`src/rtl/seg7_scan_if.sv`:
```
// seg7_scan_if: input word, masks and enable toward the scanner,
// anode/segment drive back out to the board.
interface seg7_scan_if;
  logic        en;
  logic [31:0] din;
  logic [7:0]  dp_mask;
  logic [7:0]  blink_mask;
  logic [7:0]  an_n;
  logic [7:0]  seg_n;

  modport master (
    output en, din, dp_mask, blink_mask,
    input  an_n, seg_n
  );

  modport slave (
    input  en, din, dp_mask, blink_mask,
    output an_n, seg_n
  );
endinterface

```
`src/rtl/seg7_scan.sv`:
```
// seg7_scan: 8-digit multiplexed seven-segment driver with
// frame-latched input, dead-time gaps and per-digit blink.
module seg7_scan #(
  parameter int DWELL      = 1,
  parameter int GAP        = 1,
  parameter int BLINK_HALF = 250
) (
  input logic        clk_1khz,
  input logic        rst_n,
  seg7_scan_if.slave bus
);
  typedef enum logic {S_GAP, S_SHOW} state_t;

  localparam int CMAX = (DWELL > GAP) ? DWELL : GAP;
  localparam int CW   = $clog2(CMAX + 1);
  localparam int BW   = $clog2(BLINK_HALF + 1);
  localparam logic [CW-1:0] GAP_END = CW'(GAP - 1);
  localparam logic [CW-1:0] DWL_END = CW'(DWELL - 1);
  localparam logic [BW-1:0] BLK_END = BW'(BLINK_HALF - 1);

  state_t        state_q, state_d;
  logic          go_show, go_gap;
  logic [CW-1:0] cnt_q;
  logic [2:0]    idx_q;
  logic [31:0]   shadow_q;
  logic [BW-1:0] bcnt_q;
  logic          blink_q;
  logic [7:0]    an_q, seg_q;
  logic [3:0]    code;
  logic [7:0]    pat;

  function automatic logic [6:0] seg_pat(input logic [3:0] c);
    case (c)
      4'h0:    seg_pat = 7'h3F;
      4'h1:    seg_pat = 7'h06;
      4'h2:    seg_pat = 7'h5B;
      4'h3:    seg_pat = 7'h4F;
      4'h4:    seg_pat = 7'h66;
      4'h5:    seg_pat = 7'h6D;
      4'h6:    seg_pat = 7'h7D;
      4'h7:    seg_pat = 7'h07;
      4'h8:    seg_pat = 7'h7F;
      4'h9:    seg_pat = 7'h6F;
      4'hA:    seg_pat = 7'h77;
      4'hB:    seg_pat = 7'h7C;
      4'hC:    seg_pat = 7'h39;
      4'hD:    seg_pat = 7'h5E;
      4'hE:    seg_pat = 7'h40;
      default: seg_pat = 7'h00;
    endcase
  endfunction

  always_ff @(posedge clk_1khz) begin
    if (!rst_n) state_q <= S_GAP;
    else        state_q <= state_d;
  end

  always_comb begin
    state_d = state_q;
    go_show = 1'b0;
    go_gap  = 1'b0;
    case (state_q)
      S_GAP: if (cnt_q == GAP_END) begin
        state_d = S_SHOW;
        go_show = 1'b1;
      end
      S_SHOW: if (cnt_q == DWL_END) begin
        state_d = S_GAP;
        go_gap  = 1'b1;
      end
      default: state_d = S_GAP;
    endcase
  end

  // digit 0 reads din live so it matches the word latched on this edge
  always_comb begin
    code = (idx_q == 3'd0) ? bus.din[3:0]
                           : shadow_q[{idx_q, 2'b00} +: 4];
    pat  = {bus.dp_mask[idx_q], seg_pat(code)};
    if (bus.blink_mask[idx_q] && blink_q) pat = 8'h00;
  end

  always_ff @(posedge clk_1khz) begin
    if (!rst_n) begin
      cnt_q    <= '0;
      idx_q    <= 3'd0;
      shadow_q <= 32'hFFFF_FFFF;
      bcnt_q   <= '0;
      blink_q  <= 1'b0;
      an_q     <= 8'hFF;
      seg_q    <= 8'hFF;
    end else begin
      cnt_q <= (go_show || go_gap) ? '0 : cnt_q + 1'b1;
      if (bcnt_q == BLK_END) begin
        bcnt_q  <= '0;
        blink_q <= ~blink_q;
      end else begin
        bcnt_q <= bcnt_q + 1'b1;
      end
      if (go_show) begin
        if (idx_q == 3'd0) shadow_q <= bus.din;
        if (bus.en) begin
          an_q  <= ~(8'h01 << idx_q);
          seg_q <= ~pat;
        end else begin
          an_q  <= 8'hFF;
          seg_q <= 8'hFF;
        end
      end
      if (go_gap) begin
        an_q  <= 8'hFF;
        seg_q <= 8'hFF;
        idx_q <= idx_q + 3'd1;
      end
    end
  end

  assign bus.an_n  = an_q;
  assign bus.seg_n = seg_q;
endmodule
```
`src/flat_wrapper.sv`:
```
// flat-port wrapper written by rule: the top's interface ports become plain ports
module seg7_scan_flat 
#(
  parameter int DWELL      = 1,
  parameter int GAP        = 1,
  parameter int BLINK_HALF = 250
)
  (clk_1khz, rst_n, bus_en, bus_din, bus_dp_mask, bus_blink_mask, bus_an_n, bus_seg_n);
  seg7_scan_if bus_i ();
  input logic clk_1khz;
  input logic rst_n;
  input wire logic [$bits(bus_i.en)-1:0] bus_en;
  input wire logic [$bits(bus_i.din)-1:0] bus_din;
  input wire logic [$bits(bus_i.dp_mask)-1:0] bus_dp_mask;
  input wire logic [$bits(bus_i.blink_mask)-1:0] bus_blink_mask;
  output wire logic [$bits(bus_i.an_n)-1:0] bus_an_n;
  output wire logic [$bits(bus_i.seg_n)-1:0] bus_seg_n;
  assign bus_i.en = bus_en;
  assign bus_i.din = bus_din;
  assign bus_i.dp_mask = bus_dp_mask;
  assign bus_i.blink_mask = bus_blink_mask;
  assign bus_an_n = bus_i.an_n;
  assign bus_seg_n = bus_i.seg_n;
  seg7_scan #(.DWELL(DWELL), .GAP(GAP), .BLINK_HALF(BLINK_HALF)) u_core (.clk_1khz(clk_1khz), .rst_n(rst_n), .bus(bus_i));
endmodule
```
`config.mk`:
```
export PLATFORM = sky130hd
export DESIGN_NAME = seg7_scan_flat
export DESIGN_NICKNAME = d
export VERILOG_FILES = /design/src/rtl/seg7_scan_if.sv /design/src/rtl/seg7_scan.sv /design/src/flat_wrapper.sv
export SDC_FILE = /design/constraint.sdc
export NUM_CORES = 1
export LEC_CHECK = 0
export ABC_AREA = 1
export CORE_MARGIN = 2
export CORE_UTILIZATION = 35
export DETAILED_ROUTE_END_ITERATION = 16
export GPL_TIMING_DRIVEN = 0
export MAX_ROUTING_LAYER = met4
export PLACE_DENSITY_LB_ADDON = 0.08
export REMOVE_ABC_BUFFERS = 1
export SLEW_MARGIN = 30
export SYNTH_ARGS = -nofsm -noshare
export SYNTH_HDL_FRONTEND = slang
export SYNTH_SLANG_ARGS = --single-unit
export TNS_END_PERCENT = 1
```
`constraint.sdc`:
```
create_clock -name clk_1khz -period 2.6 [get_ports clk_1khz]
set_input_delay 0.65 -clock clk_1khz [delete_from_list [all_inputs] [get_ports clk_1khz]]
set_output_delay 0.65 -clock clk_1khz [all_outputs]
set_load 0.005 [all_outputs]
```
==> summary.log <==
[routing] Pre-antenna DRT Iters 4
[timing] highest attainable clock frequency 414 MHz
[routing] final wirelength 8010 µm
[synthesis] distinct cell type count of the synthesized netlist 36
[floorplan] Core Box Area 9200 µm²
[layout] count of filler cells inserted in the layout 988
[timing] Clock Skews 0.00953 ns
[synthesis] post-synthesis instance area 3300 µm²
[timing] final worst path period need 2.42 ns
[worst_hold_path] min-delay src u_core.shadow_q[13]
[pwr] static leakage 1.86 nW
[timing] slack of the critical path 0.183 ns
[layout] fraction of layout instances using a drive strength above 1 9.50%
[cts] CTS Root Buffer Type sky130_fd_sc_hd__clkbuf_8
[grt] all-layer global routing usage 17.3%
[setup_path] length in cells of the worst reg-to-reg path 7
[placement] pre-CTS WS -0.498 ns
[pwr] overall power after layout 2.49 mW
[synthesis] synthesized-area fraction occupied by and/or/nand/nor cells 35.9%
[timing] final number of hold-violating endpoints 0
[cts] clk slew on worst S/H paths 0.07 ns
[placement] half-perimeter wire length of the detailed placement result 5310 µm
[pwr] worst supply voltage drop on vdd 205 µV
[synthesis] synthesized-area fraction occupied by xor and xnor cells 0.266%
[setup_path] reg2reg setup slack 0.18 ns
[cts] count of H-tree levels built during CTS 3
[grt] via count of the first global-routing pass 2950
[floorplan] DIE HEIGHT 101 µm
[setup_path] crit path kind register to register
[grt] first-pass GRT wire length 13600 µm
[setup_path] CP Data Arrival Time 2.60 ns
[timing] Rel. slew slack 40.8%
[cts] hold_buf cts 0
[worst_hold_path] type of the most critical hold path register to register
[setup_path] capture instance of the worst register-to-register path u_core.shadow_q[1]
[layout] most frequent cells in the layout 144 x sky130_fd_sc_hd__nand2_1, 65 x sky130_fd_sc_hd__clkdlybuf4s50_1, 60 x sky130_fd_sc_hd__dfxtp_1, 48 x sky130_fd_sc_hd__nand3_1, 31 x sky130_fd_sc_hd__inv_1
[layout] Layout Utilization 45.1%
[layout] number of inserted diodes 0
[run] max-cap violation count 0
[run_status] outcome completed
[cts] number of clock buffers inserted by TritonCTS 9
[pwr] Pwr Density 599 nW/µm²
[synthesis] sequential-to-total area share from yosys stat 37.7%
[routing] detailed-route DRC error count 0
[floorplan] I/O pin total 67
[worst_hold_path] worst hold endpoint u_core.shadow_q[13]
[grt] antenna violations before repair 0
[floorplan] number of rows in the core area 35
[cts] clock network latency to the later pin of the worst-skew pair 0.33 ns
[placement] Final Wtd Congestion 0.829
[cts] clock tree buffer depth 2
[routing] antenna-violating nets left 0
[cts] Sink Count 62
[synthesis] Compound-Gate Fraction of Synth Area 11.2%
[setup_path] critical path peak fanout 23
[synthesis] Cells after Synth 454
[setup_path] category of the worst setup path launch point register
[grt] overflow left after global routing 0
[timing] unrepaired setup endpoints after global routing yes
[floorplan] Starting Density 35.8%
[placement] count of input and output buffers 66
[routing] overall via count from detail_route 2991
[setup_path] startpoint of the worst register-to-register path u_core.cnt_q
[synthesis] Synth Warn # 0
[routing] First DRT Iteration DRCs 117
[cts] CTS tree built
[timing] actual slew at the worst max-slew pin 0.887 ns
[floorplan] die width 101 µm
[setup_path] critical path required time 2.78 ns
[setup_path] critical path endpoint category register
[synthesis] dominant combinational cell family by area after synthesis simple AND/OR/NAND/NOR gates
[layout] most frequent standard cell in the layout excluding fill and tap cells sky130_fd_sc_hd__nand2_1
[floorplan] area enclosed by the die boundary 10200 µm²
[timing] setup violation total in the final timing report 0
[timing] part of the cycle the worst path needs 93.0%
[grt] pin count of the biggest net entering global routing 38
[layout] layout net count 579
[synthesis] proportion of synthesized area in mux cells 0%
[routing] final routed wire length divided by cell count 12.8 µm
[routing] mean number of vias per cell 4.77
[timing] final-report max-slew violation count 0
[synthesis] FF+latch count, synth 62
[timing] worst slack on hold paths 0.458 ns
[worst_hold_path] Hold Path Stages 2
[layout] layout overhead on the synthesized area 26.0%
[synthesis] adder-cell share of the synthesized area 6.07%
[synthesis] Avg Cell Area, Syn 7.26 µm²
-- cell type report --
class                           count  area (µm²)  area share [%]
Tap cell                          111         139            3.35
Clock inverter                      4        22.5           0.542
Clock buffer                       11         151            3.65
Multi-Input combinational cell    335        1780            43.0
Inverter                           38         150            3.62
Timing Repair Buffer               66         656            15.8
Sequential cell                    62        1250            30.1
-- kinds of logic (layout without fill, tap and decap cells) --
logic type | count (synthesis) | count (layout)
buffers and inverters | 59 | 119
adder cells (fa/ha/maj) | 16 | 16
XOR/XNOR | 1 | 1
AO/OA/AOI/OAI | 61 | 61
AND/OR/NAND/NOR | 254 | 256
other | 1 | 1
flip-flops | 62 | 62
-- worst max-delay path: stages (launching register included) --
cell and delay (ns):
sky130_fd_sc_hd__dfxtp_1 0.30, sky130_fd_sc_hd__inv_1 0.07, sky130_fd_sc_hd__ha_1 0.46, sky130_fd_sc_hd__inv_1 0.54, sky130_fd_sc_hd__nor2_4 0.46, sky130_fd_sc_hd__inv_2 0.23
sky130_fd_sc_hd__nand2_1 0.11, sky130_fd_sc_hd__o211ai_1 0.09
-- cell usage after synthesis --
cell / count / area, µm²
sky130_fd_sc_hd__nand2_1: 144 / 541
sky130_fd_sc_hd__dfxtp_1: 62 / 1240
sky130_fd_sc_hd__nand3_1: 48 / 240
sky130_fd_sc_hd__inv_1: 32 / 120
sky130_fd_sc_hd__nor2_1: 27 / 101
sky130_fd_sc_hd__a21oi_1: 20 / 100
sky130_fd_sc_hd__o211ai_1: 18 / 135
sky130_fd_sc_hd__ha_1: 16 / 200
sky130_fd_sc_hd__o21ai_0: 13 / 65.1
sky130_fd_sc_hd__clkbuf_1: 7 / 26.3
sky130_fd_sc_hd__nand4_1: 7 / 43.8
sky130_fd_sc_hd__nand3_2: 6 / 60.1
sky130_fd_sc_hd__nor2_4: 6 / 67.6
sky130_fd_sc_hd__buf_6: 5 / 56.3
sky130_fd_sc_hd__inv_2: 5 / 18.8
sky130_fd_sc_hd__nand2_2: 5 / 31.3
sky130_fd_sc_hd__buf_2: 4 / 20.0
sky130_fd_sc_hd__o21ai_1: 4 / 20.0
sky130_fd_sc_hd__nor3b_1: 3 / 22.5
sky130_fd_sc_hd__a211o_1: 2 / 17.5
sky130_fd_sc_hd__buf_1: 2 / 7.51
sky130_fd_sc_hd__buf_4: 2 / 15.0
sky130_fd_sc_hd__nand3_4: 2 / 35.0
sky130_fd_sc_hd__nor3_1: 2 / 10.0
sky130_fd_sc_hd__a32o_1: 1 / 10.0
sky130_fd_sc_hd__buf_8: 1 / 15.0
sky130_fd_sc_hd__conb_1: 1 / 3.75
sky130_fd_sc_hd__inv_6: 1 / 8.76
sky130_fd_sc_hd__nand2_4: 1 / 11.3
sky130_fd_sc_hd__nand3b_1: 1 / 7.51
sky130_fd_sc_hd__o21a_1: 1 / 7.51
sky130_fd_sc_hd__o21ai_2: 1 / 8.76
sky130_fd_sc_hd__o22ai_1: 1 / 6.26
sky130_fd_sc_hd__or2_1: 1 / 6.26
sky130_fd_sc_hd__or2_2: 1 / 6.26
sky130_fd_sc_hd__xnor2_1: 1 / 8.76
-- layer usage --
metal	part of all wire, %	GRT usage, %
met4	1.2	6.34
met5	0	-
met2	45	26.9
met3	3.8	3.05
met1	49	22.5
-- worst max path at each step --
stage,end,depth (start not counted),from
2_1_floorplan,u_core.bus.seg_n[3],14,u_core.idx_q[0]
4_1_cts,u_core.shadow_q[2],7,u_core.cnt_q
6_report,u_core.shadow_q[1],7,u_core.cnt_q
5_1_grt,u_core.shadow_q[0],7,u_core.cnt_q
3_3_place_gp,u_core.bus.an_n[7],5,rst_n
3_5_place_dp,u_core.shadow_q[1],9,u_core.idx_q[1]
-- metrics by stage --
stage,instances,area (µm²),setup TNS [ns]
after floorplan,433,3160,0
after global placement,610,3960,-26.44
after detailed placement,610,3950,-11.17
after CTS,626,4140,-0.401
after global routing,627,4150,-1.79
final,627,4150,0
-- sequential cells by signal, indices dropped and copies added, names as in the netlist --
name,cells
u_core.shadow_q,32
u_core.bcnt_q,8
u_core.bus.an_n,8
u_core.bus.seg_n,8
u_core.idx_q,3
u_core.blink_q,1
u_core.cnt_q,1
u_core.state_q,1
-- power breakdown --
group	internal, mW	switching [mW]	leakage [nW]	total, mW
Sequential	1.04	0.0606	0.514	1.10
Clock	0.387	0.369	0.0910	0.757
Combinational	0.276	0.352	1.26	0.628
-- repair_timing --
action / CTS / global route
gates resized for setup: 2 / 4
endpoints found under the setup margin: 40 / 37
buffers inserted: 0 / 0
cloned: 1 / 1
pin swaps: 1 / 1
No activity file was read; power rests on OpenSTA's default activity.
